## src/rtl/spi_ram_pkg.sv

```systemverilog
// Shared types for the burst-capable SPI RAM: command encoding and per-channel arming state.
package spi_ram_pkg;

  typedef enum logic [1:0] {
    CMD_WR_ADDR = 2'b00,
    CMD_WR_DATA = 2'b01,
    CMD_RD_ADDR = 2'b10,
    CMD_RD_DATA = 2'b11
  } cmd_e;

  typedef enum logic {
    DISARMED = 1'b0,
    ARMED    = 1'b1
  } arm_e;

endpackage

```

## src/rtl/spi_ram_rd_pipe.sv

```systemverilog
// Read-return pipeline: RD_LATENCY-deep valid/data shift register with synchronous flush on rst_n.
// The last data stage only loads on a valid beat, so out_data holds between pulses.
module spi_ram_rd_pipe #(
  parameter int DATA_WIDTH = 8,
  parameter int RD_LATENCY = 1
) (
  input  logic                  clk,
  input  logic                  rst_n,
  input  logic                  in_valid,
  input  logic [DATA_WIDTH-1:0] in_data,
  output logic                  out_valid,
  output logic [DATA_WIDTH-1:0] out_data
);

  logic [RD_LATENCY-1:0] vld;
  logic [DATA_WIDTH-1:0] dat [RD_LATENCY];

  // NOTE: sequential state uses non-blocking assignments so every stage samples pre-edge values.
  always_ff @(posedge clk) begin
    if (!rst_n) begin
      vld <= '0;
      for (int i = 0; i < RD_LATENCY; i++) dat[i] <= '0;
    end else begin
      vld[0] <= in_valid;
      if (in_valid) dat[0] <= in_data;
      for (int i = 1; i < RD_LATENCY; i++) begin
        vld[i] <= vld[i-1];
        if (vld[i-1]) dat[i] <= dat[i-1];
      end
    end
  end

  assign out_valid = vld[RD_LATENCY-1];
  assign out_data  = dat[RD_LATENCY-1];

endmodule

```

## src/rtl/spi_ram_burst.sv

```systemverilog
// SPI-slave RAM with independent write/read pointers, optional burst auto-increment,
// configurable read latency and a registered error pulse for illegal commands.
module spi_ram_burst
  import spi_ram_pkg::*;
#(
  parameter int DATA_WIDTH = 8,
  parameter int ADDR_WIDTH = 8,
  parameter int MEM_DEPTH  = 256,
  parameter int AUTO_INC   = 0,
  parameter int RD_LATENCY = 1
) (
  input  logic                  clk,
  input  logic                  rst_n,
  input  logic [DATA_WIDTH+1:0] din,
  input  logic                  rx_valid,
  output logic [DATA_WIDTH-1:0] dout,
  output logic                  tx_valid,
  output logic                  err
);

  logic [DATA_WIDTH-1:0] mem [MEM_DEPTH];

  cmd_e                  cmd;
  logic [DATA_WIDTH-1:0] payload;
  logic [ADDR_WIDTH-1:0] addr_in;
  logic                  addr_ok;

  arm_e                  wr_state, wr_state_next;
  arm_e                  rd_state, rd_state_next;
  logic [ADDR_WIDTH-1:0] wr_ptr, wr_ptr_next;
  logic [ADDR_WIDTH-1:0] rd_ptr, rd_ptr_next;
  logic                  mem_we;
  logic                  rd_fire;
  logic                  err_next;
  logic [DATA_WIDTH-1:0] rd_word;

  function automatic logic [ADDR_WIDTH-1:0] ptr_inc(input logic [ADDR_WIDTH-1:0] p);
    if (32'(p) == MEM_DEPTH - 1) return '0;
    return p + ADDR_WIDTH'(1);
  endfunction

  assign cmd     = cmd_e'(din[DATA_WIDTH+1:DATA_WIDTH]);
  assign payload = din[DATA_WIDTH-1:0];
  assign addr_in = payload[ADDR_WIDTH-1:0];
  assign addr_ok = 32'(addr_in) < MEM_DEPTH;

  // NOTE: every output of this block gets a default first, so no path can infer a latch.
  always_comb begin
    wr_state_next = wr_state;
    rd_state_next = rd_state;
    wr_ptr_next   = wr_ptr;
    rd_ptr_next   = rd_ptr;
    mem_we        = 1'b0;
    rd_fire       = 1'b0;
    err_next      = 1'b0;
    if (rx_valid) begin
      unique case (cmd)
        CMD_WR_ADDR: begin
          if (addr_ok) begin
            wr_ptr_next   = addr_in;
            wr_state_next = ARMED;
          end else err_next = 1'b1;
        end
        CMD_WR_DATA: begin
          if (wr_state == ARMED) begin
            mem_we = 1'b1;
            if (AUTO_INC != 0) wr_ptr_next = ptr_inc(wr_ptr);
          end else err_next = 1'b1;
        end
        CMD_RD_ADDR: begin
          if (addr_ok) begin
            rd_ptr_next   = addr_in;
            rd_state_next = ARMED;
          end else err_next = 1'b1;
        end
        CMD_RD_DATA: begin
          if (rd_state == ARMED) begin
            rd_fire = 1'b1;
            if (AUTO_INC != 0) rd_ptr_next = ptr_inc(rd_ptr);
          end else err_next = 1'b1;
        end
        default: err_next = 1'b0;
      endcase
    end
  end

  always_ff @(posedge clk) begin
    if (!rst_n) begin
      wr_state <= DISARMED;
      rd_state <= DISARMED;
      wr_ptr   <= '0;
      rd_ptr   <= '0;
      err      <= 1'b0;
    end else begin
      wr_state <= wr_state_next;
      rd_state <= rd_state_next;
      wr_ptr   <= wr_ptr_next;
      rd_ptr   <= rd_ptr_next;
      err      <= err_next;
    end
  end

  // NOTE: the array is deliberately left out of reset so it maps onto RAM primitives.
  always_ff @(posedge clk) begin
    if (mem_we) mem[wr_ptr] <= payload;
  end

  // A write at edge N lands before any read sampled at edge N+1, so no bypass is needed.
  assign rd_word = mem[rd_ptr];

  spi_ram_rd_pipe #(
    .DATA_WIDTH (DATA_WIDTH),
    .RD_LATENCY (RD_LATENCY)
  ) u_rd_pipe (
    .clk       (clk),
    .rst_n     (rst_n),
    .in_valid  (rd_fire),
    .in_data   (rd_word),
    .out_valid (tx_valid),
    .out_data  (dout)
  );

endmodule

```

## config.mk

```make
export PLATFORM = sky130hd
export DESIGN_NAME = spi_ram_burst
export DESIGN_NICKNAME = d
export VERILOG_FILES = /design/src/rtl/spi_ram_pkg.sv /design/src/rtl/spi_ram_rd_pipe.sv /design/src/rtl/spi_ram_burst.sv
export SDC_FILE = /design/constraint.sdc
export NUM_CORES = 2
export LEC_CHECK = 0
export ABC_AREA = 1
export CORE_UTILIZATION = 55
export DETAILED_ROUTE_END_ITERATION = 7
export PLACE_DENSITY = 0.76
export SETUP_SLACK_MARGIN = 0.15
export SYNTH_ARGS = -nofsm -noshare
export SYNTH_HDL_FRONTEND = slang
export SYNTH_SLANG_ARGS = --single-unit
```

## constraint.sdc

```tcl
create_clock -name clk -period 3 [get_ports clk]
set_input_delay 0.45 -clock clk [delete_from_list [all_inputs] [get_ports clk]]
set_output_delay 0.45 -clock clk [all_outputs]
set_load 0.1 [all_outputs]
```

==> flow_metrics.env <==
export IMPL_crit_path_max_fanout=82
export IMPL_hp_class="primary input to flip-flop"
export IMPL_final_cell_mix="nand2_1, edfxtp_1, nand3_1"
export IMPL_routed_wl_um=227000
export IMPL_ctsHoldBuffers=0
export IMPL_vdd_drop_max_uv=533
export IMPL_yosys_warnings=0
export IMPL_finalMaxSlewViolations=0
export IMPL_maxSlewHeadroom_pct=36.2
export IMPL_htreeDepth=4
export IMPL_grt_max_degree=158
export IMPL_seq_area_frac_synth_pct=73.9
export IMPL_crit_required_ns=3.59
export IMPL_finalHoldViolCount=0
export IMPL_std_cell_rows=143
export IMPL_place_congestion=0.938
export IMPL_die_y_um=394
export IMPL_period_minus_slack_ns=2.86
export IMPL_ios=23
export IMPL_hpwl_um=132000
export IMPL_ys_types=21
export IMPL_syn_cell_area_um2=84300
export IMPL_grt_pass1_wl_um=336000
export IMPL_cpPeakStageDelay_ns=0.37
export IMPL_drive_above_1_share_pct=10.7
export IMPL_synthCells=7111
export IMPL_clock_sinks=2084
export IMPL_synth_seq_cells=2084
export IMPL_cts_buffers=199
export IMPL_die_area_um2=155000
export IMPL_fp_coreArea_um2=152000
export IMPL_critPathKind="flip-flop to flip-flop"
export IMPL_cts_tree="done"
export IMPL_critPathSlowestCell="dfxtp_4"
export IMPL_status="completed"
export IMPL_worstHoldStart="din[0]"
export IMPL_track_usage_pct=28.7
export IMPL_dpl_worst_slack_ns=-0.0973
export IMPL_clk_latency_ns=0.85
export IMPL_cap_violations=0
export IMPL_placedCellCount=9147
export IMPL_p_leak_nw=33.9
export IMPL_avgRoutedWirePerCell_um=23.8
export IMPL_grt_pass1_vias=55320
export IMPL_final_nets=7337
export IMPL_cp_common_cell="nand3_1"
export IMPL_fmax_mhz=350
export IMPL_port_buffers=22
export IMPL_root_buffer="clkbuf_16"
export IMPL_fin_crit_sh_pct=95.2
export IMPL_powerDensity_nw_per_um2=637
export IMPL_cts_reportedPaths_clkPinSlew_ns=0.06
export IMPL_initial_utilization_pct=55.4
export IMPL_avgSynthCellArea_um2=11.9
export IMPL_finalSetupViolCount=0
export IMPL_fin_skew_ns=0.0403
export IMPL_rsz0062_at_grt="yes"
export IMPL_gr_total_overflow=0
export IMPL_tns_ns=0
export IMPL_path_buf_inv=3
export IMPL_first_pass_iters=6
export IMPL_synth_nets=7124
export IMPL_via_per_inst=6.09
export IMPL_layout_commonest_cell="nand2_1"
export IMPL_cp_top_family="simple AND/OR/NAND/NOR gates"
export IMPL_dieWidth_um=394
export IMPL_critPathCaptureType="flip-flop"
export IMPL_cp_data_arrival_time_ns=3.44
export IMPL_area_delta_synth_final_pct=14.0
export IMPL_worstPathCellList="buf_4 > buf_12 > buf_12 > nand3_1 > nand3_1 > nand3_1 > nand3_1 > nand3_1 > nand3_1 > nand2_1 > nor2_2 > nor2_1"
export IMPL_fin_ws_ns=0.145
export IMPL_worst_slew_pin_slew_ns=0.955
export IMPL_stdcell_count=9524
export IMPL_antenna_found_initial=4
export IMPL_critPathLaunchType="flip-flop"
export IMPL_num_vias=58034
export IMPL_drtIter0Drc=8683
export IMPL_utilization_pct=63.2
export IMPL_fillerInstances=11024
export IMPL_drcViolationCount=0
export IMPL_clk_path_buf_depth=3
export IMPL_ant_nets=0
-- worst paths after layout --
check                                            to  slack (ns)  cells past startpoint
worst max register to register  u_rd_pipe.dat[0][1]        0.14                     12
worst max-delay path            u_rd_pipe.dat[0][1]        0.14                     12
worst min register to register            wr_ptr[6]        0.51                      2
worst min-delay path                    mem[224][0]        0.07                      1
-- cells in the mapped netlist --
cell	n	area (um2)
clkbuf_1	118	443
clkinv_1	1	3.75
o31ai_1	1	7.51
nor2_1	381	1430
buf_6	8	90.1
nand3_1	1930	9660
inv_2	2	7.51
nor4_4	1	21.3
o21ai_0	48	240
edfxtp_1	2056	61700
buf_2	241	1210
inv_1	43	161
nand2_1	2088	7840
buf_12	1	20.0
inv_4	1	6.26
a21oi_1	25	125
nor3_1	5	25.0
o22ai_1	16	100
buf_4	50	375
buf_1	67	251
dfxtp_1	28	561
-- layout make-up --
class	instances	area, um2	share of cell area (%)
antenna	1	2.50	0.00260
clock buffer	249	5280	5.50
clock inverter	121	1380	1.44
inverter	47	219	0.228
multi-input combinational	4495	19500	20.3
sequential	2084	62300	64.9
tap	2030	2540	2.64
timing repair buffer	497	4880	5.08
-- state kept, by name (all words and copies together), names as in the netlist, named ones only --
name	cells
mem	2048
rd_ptr	8
u_rd_pipe.dat	8
wr_ptr	8
err	1
rd_state	1
u_rd_pipe.out_valid	1
wr_state	1
-- where the power goes --
part	total [W]	leakage, nW	internal [W]	switching (W)
Combinational	0.00363	12.0	0.000926	0.00271
Clock	0.0256	3.27	0.0147	0.0108
Sequential	0.0320	18.7	0.0320	0.0000414
Total	0.0612	33.9	0.0477	0.0136
-- through the flow --
stage | instance area, um2 | hold slack [ns] | power, W
after floorplan | 84300 | 0.471 | 0.0345
after global placement | 89200 | 0.479 | 0.0361
after detailed placement | 89200 | 0.497 | 0.0361
after CTS | 95900 | 0.0381 | 0.0612
after global routing | 96100 | 0.0616 | 0.0627
final | 96100 | 0.0690 | 0.0612
-- metal layers --
| metal | vias up | part of all wire [%] | track usage [%] |
|---|---|---|---|
| li1 | 25627 | - | - |
| met1 | 27876 | 37 | 38.9 |
| met2 | 3929 | 47 | 45.2 |
| met3 | 602 | 12 | 6.00 |
| met4 | 0 | 4.2 | 12.3 |
| met5 | - | 0 | 0 |
-- logic make-up (layout without fill, tap and decap cells) --
logic type / Yosys count / after routing / share of synthesized area (%)
other: 0 / 1 / 0
buffers and inverters: 532 / 914 / 3.04
DFF: 2084 / 2084 / 73.9
and+or+nand+nor: 4405 / 4405 / 22.5
AOI/OAI and AO/OA: 90 / 90 / 0.561
-- repair_timing --
| item | 4_1_cts | 5_1_grt |
|---|---|---|
| resized for setup | 2 | 12 |
| setup buffers | 2 | 0 |
| cloned | 0 | 4 |
| endpoints found under the setup margin | 2 | 8 |
No activity file was read; power rests on OpenSTA's default activity.
